**src/rtl/axi_lite_arbiter.sv**
```systemverilog
// axi_lite_arbiter
//   Shares one AXI4-Lite slave between NUM_MASTERS AXI4-Lite masters.
//   Round-robin arbitration. One complete transaction (read or write) is
//   granted at a time, from address handshake through response handshake.
//   The granted master's channels are forwarded to the slave, and responses
//   are routed back to that master only.
//
// Optional feature macro: ARB_TIMEOUT_EN
//   When ARB_TIMEOUT_EN is defined, a response watchdog is built in. If the
//   slave does not answer within TIMEOUT_CYCLES, the arbiter returns SLVERR
//   to the granted master. When it is undefined, the arbiter waits
//   indefinitely for the slave's response.
//
// Ports
//   aclk, areset_n          clock, asynchronous active-low reset
//   m_aw*/m_w*/m_b*         per-master write channels (packed, master i at slice i)
//   m_ar*/m_r*              per-master read channels (m_rdata/m_rresp/m_bresp shared)
//   s_aw*/s_w*/s_b*         slave write channels
//   s_ar*/s_r*              slave read channels
//   grant_id                index of the current or last-granted master
//   busy                    high whenever a transaction is in progress
module axi_lite_arbiter #(
    parameter int NUM_MASTERS    = 2,
    parameter int ADDR_WIDTH     = 32,
    parameter int DATA_WIDTH     = 32,
    parameter int TIMEOUT_CYCLES = 256
) (
    input  logic                                aclk,
    input  logic                                areset_n,
    input  logic [NUM_MASTERS*ADDR_WIDTH-1:0]   m_awaddr,
    input  logic [NUM_MASTERS-1:0]              m_awvalid,
    output logic [NUM_MASTERS-1:0]              m_awready,
    input  logic [NUM_MASTERS*DATA_WIDTH-1:0]   m_wdata,
    input  logic [NUM_MASTERS*DATA_WIDTH/8-1:0] m_wstrb,
    input  logic [NUM_MASTERS-1:0]              m_wvalid,
    output logic [NUM_MASTERS-1:0]              m_wready,
    output logic [1:0]                          m_bresp,
    output logic [NUM_MASTERS-1:0]              m_bvalid,
    input  logic [NUM_MASTERS-1:0]              m_bready,
    input  logic [NUM_MASTERS*ADDR_WIDTH-1:0]   m_araddr,
    input  logic [NUM_MASTERS-1:0]              m_arvalid,
    output logic [NUM_MASTERS-1:0]              m_arready,
    output logic [DATA_WIDTH-1:0]               m_rdata,
    output logic [1:0]                          m_rresp,
    output logic [NUM_MASTERS-1:0]              m_rvalid,
    input  logic [NUM_MASTERS-1:0]              m_rready,
    output logic [ADDR_WIDTH-1:0]               s_awaddr,
    output logic                                s_awvalid,
    input  logic                                s_awready,
    output logic [DATA_WIDTH-1:0]               s_wdata,
    output logic [DATA_WIDTH/8-1:0]             s_wstrb,
    output logic                                s_wvalid,
    input  logic                                s_wready,
    input  logic [1:0]                          s_bresp,
    input  logic                                s_bvalid,
    output logic                                s_bready,
    output logic [ADDR_WIDTH-1:0]               s_araddr,
    output logic                                s_arvalid,
    input  logic                                s_arready,
    input  logic [DATA_WIDTH-1:0]               s_rdata,
    input  logic [1:0]                          s_rresp,
    input  logic                                s_rvalid,
    output logic                                s_rready,
    output logic [$clog2(NUM_MASTERS)-1:0]      grant_id,
    output logic                                busy
);

    localparam int IW = $clog2(NUM_MASTERS);
    localparam int SW = DATA_WIDTH / 8;

    typedef enum logic [2:0] {IDLE, WR_ADDR, WR_RESP, RD_ADDR, RD_DATA} state_t;

    state_t                 state;
    logic [IW-1:0]          grant;
    logic [IW-1:0]          last;
    logic                   aw_done;
    logic                   w_done;
    logic [NUM_MASTERS-1:0] req;
    logic [IW-1:0]          sel;
    logic                   sel_vld;
    logic [IW-1:0]          cand;
    int                     idx;
    logic                   aw_hs, w_hs, b_hs, ar_hs, r_hs;
    logic                   tmo;

    assign req = m_awvalid | m_arvalid;

    // Scan from the farthest candidate back toward last+1 so that the
    // nearest requester after last overwrites any later one.
    always_comb begin
        sel     = '0;
        sel_vld = 1'b0;
        idx     = 0;
        cand    = '0;
        for (int k = NUM_MASTERS; k >= 1; k--) begin
            idx = int'(last) + k;
            if (idx >= NUM_MASTERS) idx = idx - NUM_MASTERS;
            cand = IW'(idx);
            if (req[cand]) begin
                sel     = cand;
                sel_vld = 1'b1;
            end
        end
    end

`ifdef ARB_TIMEOUT_EN
    localparam int CW = $clog2(TIMEOUT_CYCLES + 1);
    logic [CW-1:0] tmo_cnt;

    // Counter is zero on the first waiting cycle and saturates at the limit;
    // reaching the limit hands the response over to the arbiter itself.
    assign tmo = (tmo_cnt == CW'(TIMEOUT_CYCLES));

    always_ff @(posedge aclk or negedge areset_n) begin
        if (!areset_n) begin
            tmo_cnt <= '0;
        end else if (state == WR_RESP || state == RD_DATA) begin
            if (!tmo) tmo_cnt <= tmo_cnt + 1'b1;
        end else begin
            tmo_cnt <= '0;
        end
    end
`else
    assign tmo = 1'b0;
`endif

    // Channel routing. Everything is gated by state so that idle and
    // non-granted masters see all ready/valid outputs low.
    always_comb begin
        m_awready = '0;
        m_wready  = '0;
        m_bvalid  = '0;
        m_arready = '0;
        m_rvalid  = '0;
        m_bresp   = s_bresp;
        m_rdata   = s_rdata;
        m_rresp   = s_rresp;
        s_awaddr  = m_awaddr[int'(grant)*ADDR_WIDTH +: ADDR_WIDTH];
        s_wdata   = m_wdata[int'(grant)*DATA_WIDTH +: DATA_WIDTH];
        s_wstrb   = m_wstrb[int'(grant)*SW +: SW];
        s_araddr  = m_araddr[int'(grant)*ADDR_WIDTH +: ADDR_WIDTH];
        s_awvalid = 1'b0;
        s_wvalid  = 1'b0;
        s_bready  = 1'b0;
        s_arvalid = 1'b0;
        s_rready  = 1'b0;
        case (state)
            WR_ADDR: begin
                s_awvalid        = m_awvalid[grant] & ~aw_done;
                s_wvalid         = m_wvalid[grant] & ~w_done;
                m_awready[grant] = s_awready & ~aw_done;
                m_wready[grant]  = s_wready & ~w_done;
            end
            WR_RESP: begin
                if (tmo) begin
                    m_bvalid[grant] = 1'b1;
                    m_bresp         = 2'b10;
                end else begin
                    m_bvalid[grant] = s_bvalid;
                    s_bready        = m_bready[grant];
                end
            end
            RD_ADDR: begin
                s_arvalid        = m_arvalid[grant];
                m_arready[grant] = s_arready;
            end
            RD_DATA: begin
                if (tmo) begin
                    m_rvalid[grant] = 1'b1;
                    m_rresp         = 2'b10;
                    m_rdata         = '0;
                end else begin
                    m_rvalid[grant] = s_rvalid;
                    s_rready        = m_rready[grant];
                end
            end
            default: ;
        endcase
    end

    assign aw_hs = s_awvalid & s_awready;
    assign w_hs  = s_wvalid & s_wready;
    // Response handshakes are taken on the master side so the watchdog's own
    // SLVERR response completes the transaction the same way a real one does.
    assign b_hs  = m_bvalid[grant] & m_bready[grant];
    assign ar_hs = s_arvalid & s_arready;
    assign r_hs  = m_rvalid[grant] & m_rready[grant];

    always_ff @(posedge aclk or negedge areset_n) begin
        if (!areset_n) begin
            state   <= IDLE;
            grant   <= '0;
            last    <= IW'(NUM_MASTERS - 1);
            aw_done <= 1'b0;
            w_done  <= 1'b0;
        end else begin
            case (state)
                IDLE: begin
                    if (sel_vld) begin
                        grant   <= sel;
                        last    <= sel;
                        aw_done <= 1'b0;
                        w_done  <= 1'b0;
                        // A master offering both a write and a read gets the
                        // write now; its read is picked up on a later grant.
                        state   <= m_awvalid[sel] ? WR_ADDR : RD_ADDR;
                    end
                end
                WR_ADDR: begin
                    if (aw_hs) aw_done <= 1'b1;
                    if (w_hs)  w_done  <= 1'b1;
                    if ((aw_done | aw_hs) && (w_done | w_hs)) state <= WR_RESP;
                end
                WR_RESP: if (b_hs)  state <= IDLE;
                RD_ADDR: if (ar_hs) state <= RD_DATA;
                RD_DATA: if (r_hs)  state <= IDLE;
                default: state <= IDLE;
            endcase
        end
    end

    assign grant_id = grant;
    assign busy     = (state != IDLE);

endmodule

```
**config.mk**
```make
export PLATFORM = sky130hd
export DESIGN_NAME = axi_lite_arbiter
export DESIGN_NICKNAME = d
export VERILOG_FILES = /design/src/rtl/axi_lite_arbiter.sv
export SDC_FILE = /design/constraint.sdc
export NUM_CORES = 1
export LEC_CHECK = 0
export ABC_CLOCK_PERIOD_IN_PS = 1520
export CAP_MARGIN = 40
export CORE_AREA = 4 4 157 159
export DETAILED_ROUTE_END_ITERATION = 10
export DIE_AREA = 0 0 161 163
export GPL_TIMING_DRIVEN = 0
export RECOVER_POWER = 25
export SETUP_SLACK_MARGIN = 0.02
export SYNTH_ARGS = -nofsm -noshare
export SYNTH_HDL_FRONTEND = slang
export SYNTH_SLANG_ARGS = --single-unit
```
**constraint.sdc**
```tcl
create_clock -name aclk -period 1.52 [get_ports aclk]
set_input_delay 0.152 -clock aclk [delete_from_list [all_inputs] [get_ports aclk]]
set_output_delay 0.152 -clock aclk [all_outputs]
set_load 0.05 [all_outputs]
```
* Yosys cells after proc, flatten, opt, wreduce, memory -nomap -nowiden
Cells that the tools add are included.
** Word-level totals
- Register bits after elaboration :: 7
- Output and inout port bits :: 153
** Operators by class
- Add/sub/neg operators :: 4
- $lt $le $gt $ge :: 7
- Equality and inequality tests :: 11
- Shift-type cells :: 4
- Multiplexer cells :: 50
- Bitwise gates (word level) :: 19
- Reductions and logical operators :: 9
** Operators with widths (count)
- 64-bit by 7-bit variable part select with 32-bit output :: 3
- 1-bit 2-to-1 mux :: 35
- 3-bit 2-to-1 mux :: 5
- 3-bit case mux with 5 select lines :: 1
- 2-bit inequality test, second input constant :: 7
- 2-bit 2-to-1 mux :: 6
- 2-bit AND :: 5
- 1-bit AND :: 9
- 1-bit by 2-bit < comparator with 1-bit output, second input constant :: 4
- 8-bit by 4-bit variable part select with 4-bit output :: 1
- 3-bit by 2-bit equality test with 1-bit output, second input constant :: 2
- 3-bit AND reduction :: 2
- 5-bit AND reduction :: 1
- 1-bit case mux with 2 select lines :: 2
- 1-bit by 2-bit adder with 3-bit output, second input constant :: 1
- 3-bit by 1-bit equality test with 1-bit output, second input constant :: 1
- 3-bit equality test, second input constant :: 1
- 3-bit by 2-bit greater-or-equal comparator with 1-bit output, second input constant :: 1
- 3-bit logical NOT :: 1
- 3-bit nonzero test :: 1
- 1-bit by 1-bit adder with 2-bit output, second input constant :: 1
- 2-bit greater-or-equal comparator, second input constant :: 1
- 1-bit logical AND :: 2
- 1-bit inverter :: 2
- 7 further kinds :: 9

* Depth between registers and ports, before layout
- Word-level depth :: 12
- Mapped depth :: 5
- Gate-level depth less buffers :: 5

* Worst setup path after synthesis
No wires, ideal clock.
- Path type :: reg-to-output
- From :: reg grant, in the netlist grant_id
- To :: out m_bvalid[1]
- Data arrival time :: 2.908 ns
- Data required time :: 1.368 ns
- Path slack :: -1.540 ns
- Stages on the path, launching flop included :: 5
- Cells stage by stage :: dfrtp_1 buf_2 buf_4 inv_1 nor4b_1
** On the way
- Word-level cells in the longest chain between the ends :: 6
- Elaborated cells on any way between the ends :: 7
- Those cells by class :: 2 x order compare; 3 x mux; 1 x bitwise; 1 x reduce/logical
** RTL lines
- start, declared :: line 74 : logic [IW-1:0] grant;
- start signal, assigned :: line 200 : grant <= sel;
- 1-bit by 2-bit < comparator with 1-bit output (implied by the code) or 1-bit greater-or-equal comparator (tied branches) :: line 159 : m_bvalid[grant] = s_bvalid;
- 1-bit logical AND (implied by the code) :: line 159
- 1-bit 2-to-1 mux (implied by the code) :: line 159
- 1-bit demux with 1-bit select (*) :: line 159
- 2-bit AND (no line) (*)
- 2-bit 2-to-1 mux (*) :: line 147 : case (state)
- end, declared :: line 38 : output logic [NUM_MASTERS-1:0] m_bvalid,
Mark *: on every way between the ends. The rest lies on a longest branch, timed or not.

* Worst setup path after layout
- From :: reg state[0]
- To :: out m_awready[0]
** On the way
- Word-level cells in the longest chain between the ends :: 2
** RTL lines
- start, declared :: line 73 : state_t state;
- start signal, assigned :: line 206 : state <= m_awvalid[sel] ? WR_ADDR : RD_ADDR;
- 3-bit by 1-bit equality test with 1-bit output :: line 147
- 2-bit 2-to-1 mux :: line 147
- end, declared :: line 32 : output logic [NUM_MASTERS-1:0] m_awready,
Every way passes these cells.

==> results <==
==> placed cells by master (no fill, tap or decap), drive strengths merged <==
master,instances
nor3b,1
o31a,1
a21oi,3
nor2,15
nor2b,1
dfrtp,6
inv,3
a311oi,1
a31o,1
a31oi,1
buf,178
a22oi,1
or3b,1
nand2,1
mux2,103
clkdlybuf4s50,246
a41o,1
dfstp,1
nor3,4
a2111oi,1
o21ai,5
dlygate4sd3,6
nor4b,2
o22a,1
mux2i,3
nor4,1
and3,6
clkbuf,6
nand3,2
nand2b,4
==> final cells by class <==
cell class                      count  share of cell area
Timing Repair Buffer              383               0.544
Tap cell                          319              0.0571
Inverter                            3             0.00161
Multi-Input combinational cell    160               0.290
Sequential cell                     7              0.0259
Buffer                             49              0.0707
Clock buffer                        4              0.0113
==> timing repair <==
action	CTS	global route
resized for setup	783	42
setup endpoints to repair	119	120
pin swaps	4	9
setup buffers	7	7
==> cell usage after synthesis <==
master,number
nor4b_1,2
or3b_1,1
a22oi_1,1
a2111oi_2,1
nor2b_1,1
buf_4,39
nand2b_1,4
clkbuf_1,1
o31a_1,1
a31oi_1,1
and3_1,6
o22a_1,1
inv_1,3
a41o_1,1
dfrtp_1,6
dfstp_2,1
nor2_1,14
nor2_2,1
mux2_2,102
nand3_1,2
mux2i_1,3
mux2_4,1
a21oi_1,3
a31o_1,1
nand2_1,1
nor4_1,1
nor3_1,4
nor3b_1,1
buf_2,10
a311oi_1,1
o21ai_0,5
==> layer usage <==
metal | part of all wire | up-vias | track usage
met1 | 0.40 | 1467 | 0.121
met3 | 0.068 | 8 | 0.0210
met4 | 0.0073 | 0 | 0.0112
li1 | - | 1537 | -
met5 | 0 | - | 0
met2 | 0.53 | 154 | 0.181
==> logic make-up (layout without fill, tap and decap cells) <==
family / after synthesis / count (layout) / share of synthesized area
compound gates: 16 / 16 / 0.0557
flops: 7 / 7 / 0.0863
mux: 106 / 106 / 0.584
simple gates: 38 / 38 / 0.0986
buf+inv: 53 / 439 / 0.175
==> power by group through the flow <==
stage / Combinational [mW] / Sequential (mW) / Clock, mW
floorplan: 6.83 / 0.448 / 0
global placement: 9.80 / 0.431 / 0
detailed placement: 9.79 / 0.440 / 0
CTS: 10.4 / 0.422 / 0.456
global route: 11.0 / 0.438 / 0.466
finish: 10.6 / 0.422 / 0.447
==> final timing paths <==
kind | startpoint | endpoint | slack, ps | cells after the start
setup / recovery | state[0]$_DFFE_PN0P_ | m_awready[0] | -250 | 4
hold / removal | areset_n | w_done$_DFFE_PN0P_ | 260 | 1
setup reg to reg | grant_id$_DFFE_PN0P_ | state[1]$_DFFE_PN0P_ | -210 | 6
hold reg to reg | last$_DFFE_PN1P_ | grant_id$_DFFE_PN0P_ | 630 | 2
max in group asynchronous | areset_n | last$_DFFE_PN1P_ | 960 | 1
min in group aclk | s_awready | aw_done$_DFFE_PN0P_ | 620 | 3
==> sequential cells by signal, summed over array words and instances (netlist names) <==
signal / flops
state: 3
w_done: 1
grant_id: 1
last: 1
aw_done: 1
==> impl_results.md <==
* Final Instance Count excl. Fillers at 925
* Die Y at 163 µm
* Row count at 56
* Number of detailed-route iterations in the first pass at 4
* Final hold slack at 263 ps
* Vias per std cell at 3.42
* CP endpoint kind: output port
* Cell total after placement at 908
* Post-DP HPWL at 13100 µm
* Post-route ant nets at 0
* Place WS at -873 ps
* Core ar. at 0.0233 mm²
* Antenna violations before repair at 0
* Synth cell types at 31
* Layout cell share with drive strength beyond 1 at 0.526
* Utilization after layout at 0.301
* Later-pin clock latency in the skew report at 230 ps
* #FFs+latches synth at 7
* Worst path max stage delay at 480 ps
* Footprint of the multi-input gates at 0.00203 mm²
* Worst Setup Start Kind: flop
* RSZ-0062 raised after global routing: true
* Vias in the first global route at 3208
* Final wirelength at 15100 µm
* Register area share after synthesis at 0.0863
* Final instance area at 0.00699 mm²
* CTS tree: yes
* Placed Area at 0.00662 mm²
* Final min period at 1770 ps
* Reg power frac at 0.037
* Req. time, crit path at 1370 ps
* Sequential cell area at 181 µm²
* Total Power at 11.5 mW
* Reg clk slew, reported paths at 40 ps
* Static Leak at 3.10 nW
* Synth top area share at 0.562
* Clock power share at 0.039
* CP arrival at 1620 ps
* Net switching power at 6.16 mW
* Fin. max-slew vios at 0
* Final hold violations at 0
* Failing checks: setup timing
* CTS buffer count at 3
* CTS root buf: clkbuf_16
* Area of the mapped netlist at 0.00204 mm²
* CP cell instances: or3b_4, nor2_4, and3_4, buf_8
* Area contributors post-synth: mux2_2 (56%), buf_4 (14%), dfrtp_1 (7.3%), nor2_1 (2.6%), buf_2 (2.4%)
* Setup CP Type: flop to output port
* Crit-path leading delay family: simple AND/OR/NAND/NOR gates
* Cells after Synth at 220
* Starting Density at 0.0878
* Final setup vio count at 119
* Global-route wire length before repair at 20200 µm
* Syn Area/Cell at 9.29 µm²
* Deepest clock path buffer count at 2
* Worst Skew at 1.43 ps
* Grt ovf at 0
* Iter 0 DRT Violations at 78
* Die width at 161 µm
* Worst hold path type: input pin to asynchronous set/reset pin
* TNS Setup at -19670 ps
* Max FO, Critical Path at 6
* Post-CTS Hold Fix Bufs at 0
* Crit path buffers/inverters at 1
* Pint at 5.33 mW
* GRT Util Overall at 0.0983
* Net Sw Frac at 0.536
* Period Utilization, post-route at 1.17
* GPL Wtd Cong at 0.735
* TritonCTS sink count at 7
* I/O Buffers at 369
* Comb pwr share at 0.924
* Status: complete, but fails checks
* Max Freq at 0.564 GHz
* Via count at 3166
* Htree depth at 1
* Setup ws final at -253 ps
* Diodes inserted at 0
* Nets at 860
* Rel. slew slack at 0.544
* Power Density at 1640 mW/mm²
* FILL cells at 2462
* Synthesis Warnings at 0
* Top-Level Pins at 406
* MaxCap Viol Count at 0
* Syn nets at 473
* Die area at 0.0262 mm²
* Worst IR Drop VDD at 0.891 mV
* Worst slew pin tran at 678 ps
* Avg WL per Cell at 16.3 µm
* Area growth from synthesis to layout at 242%
* Slowest CP cell: or3b_4
* Drt drc at 0
* Largest net degree at the start of global routing at 11
* Synth area leader: mux2_2
Note: power is estimated with default switching activity, not from simulation.
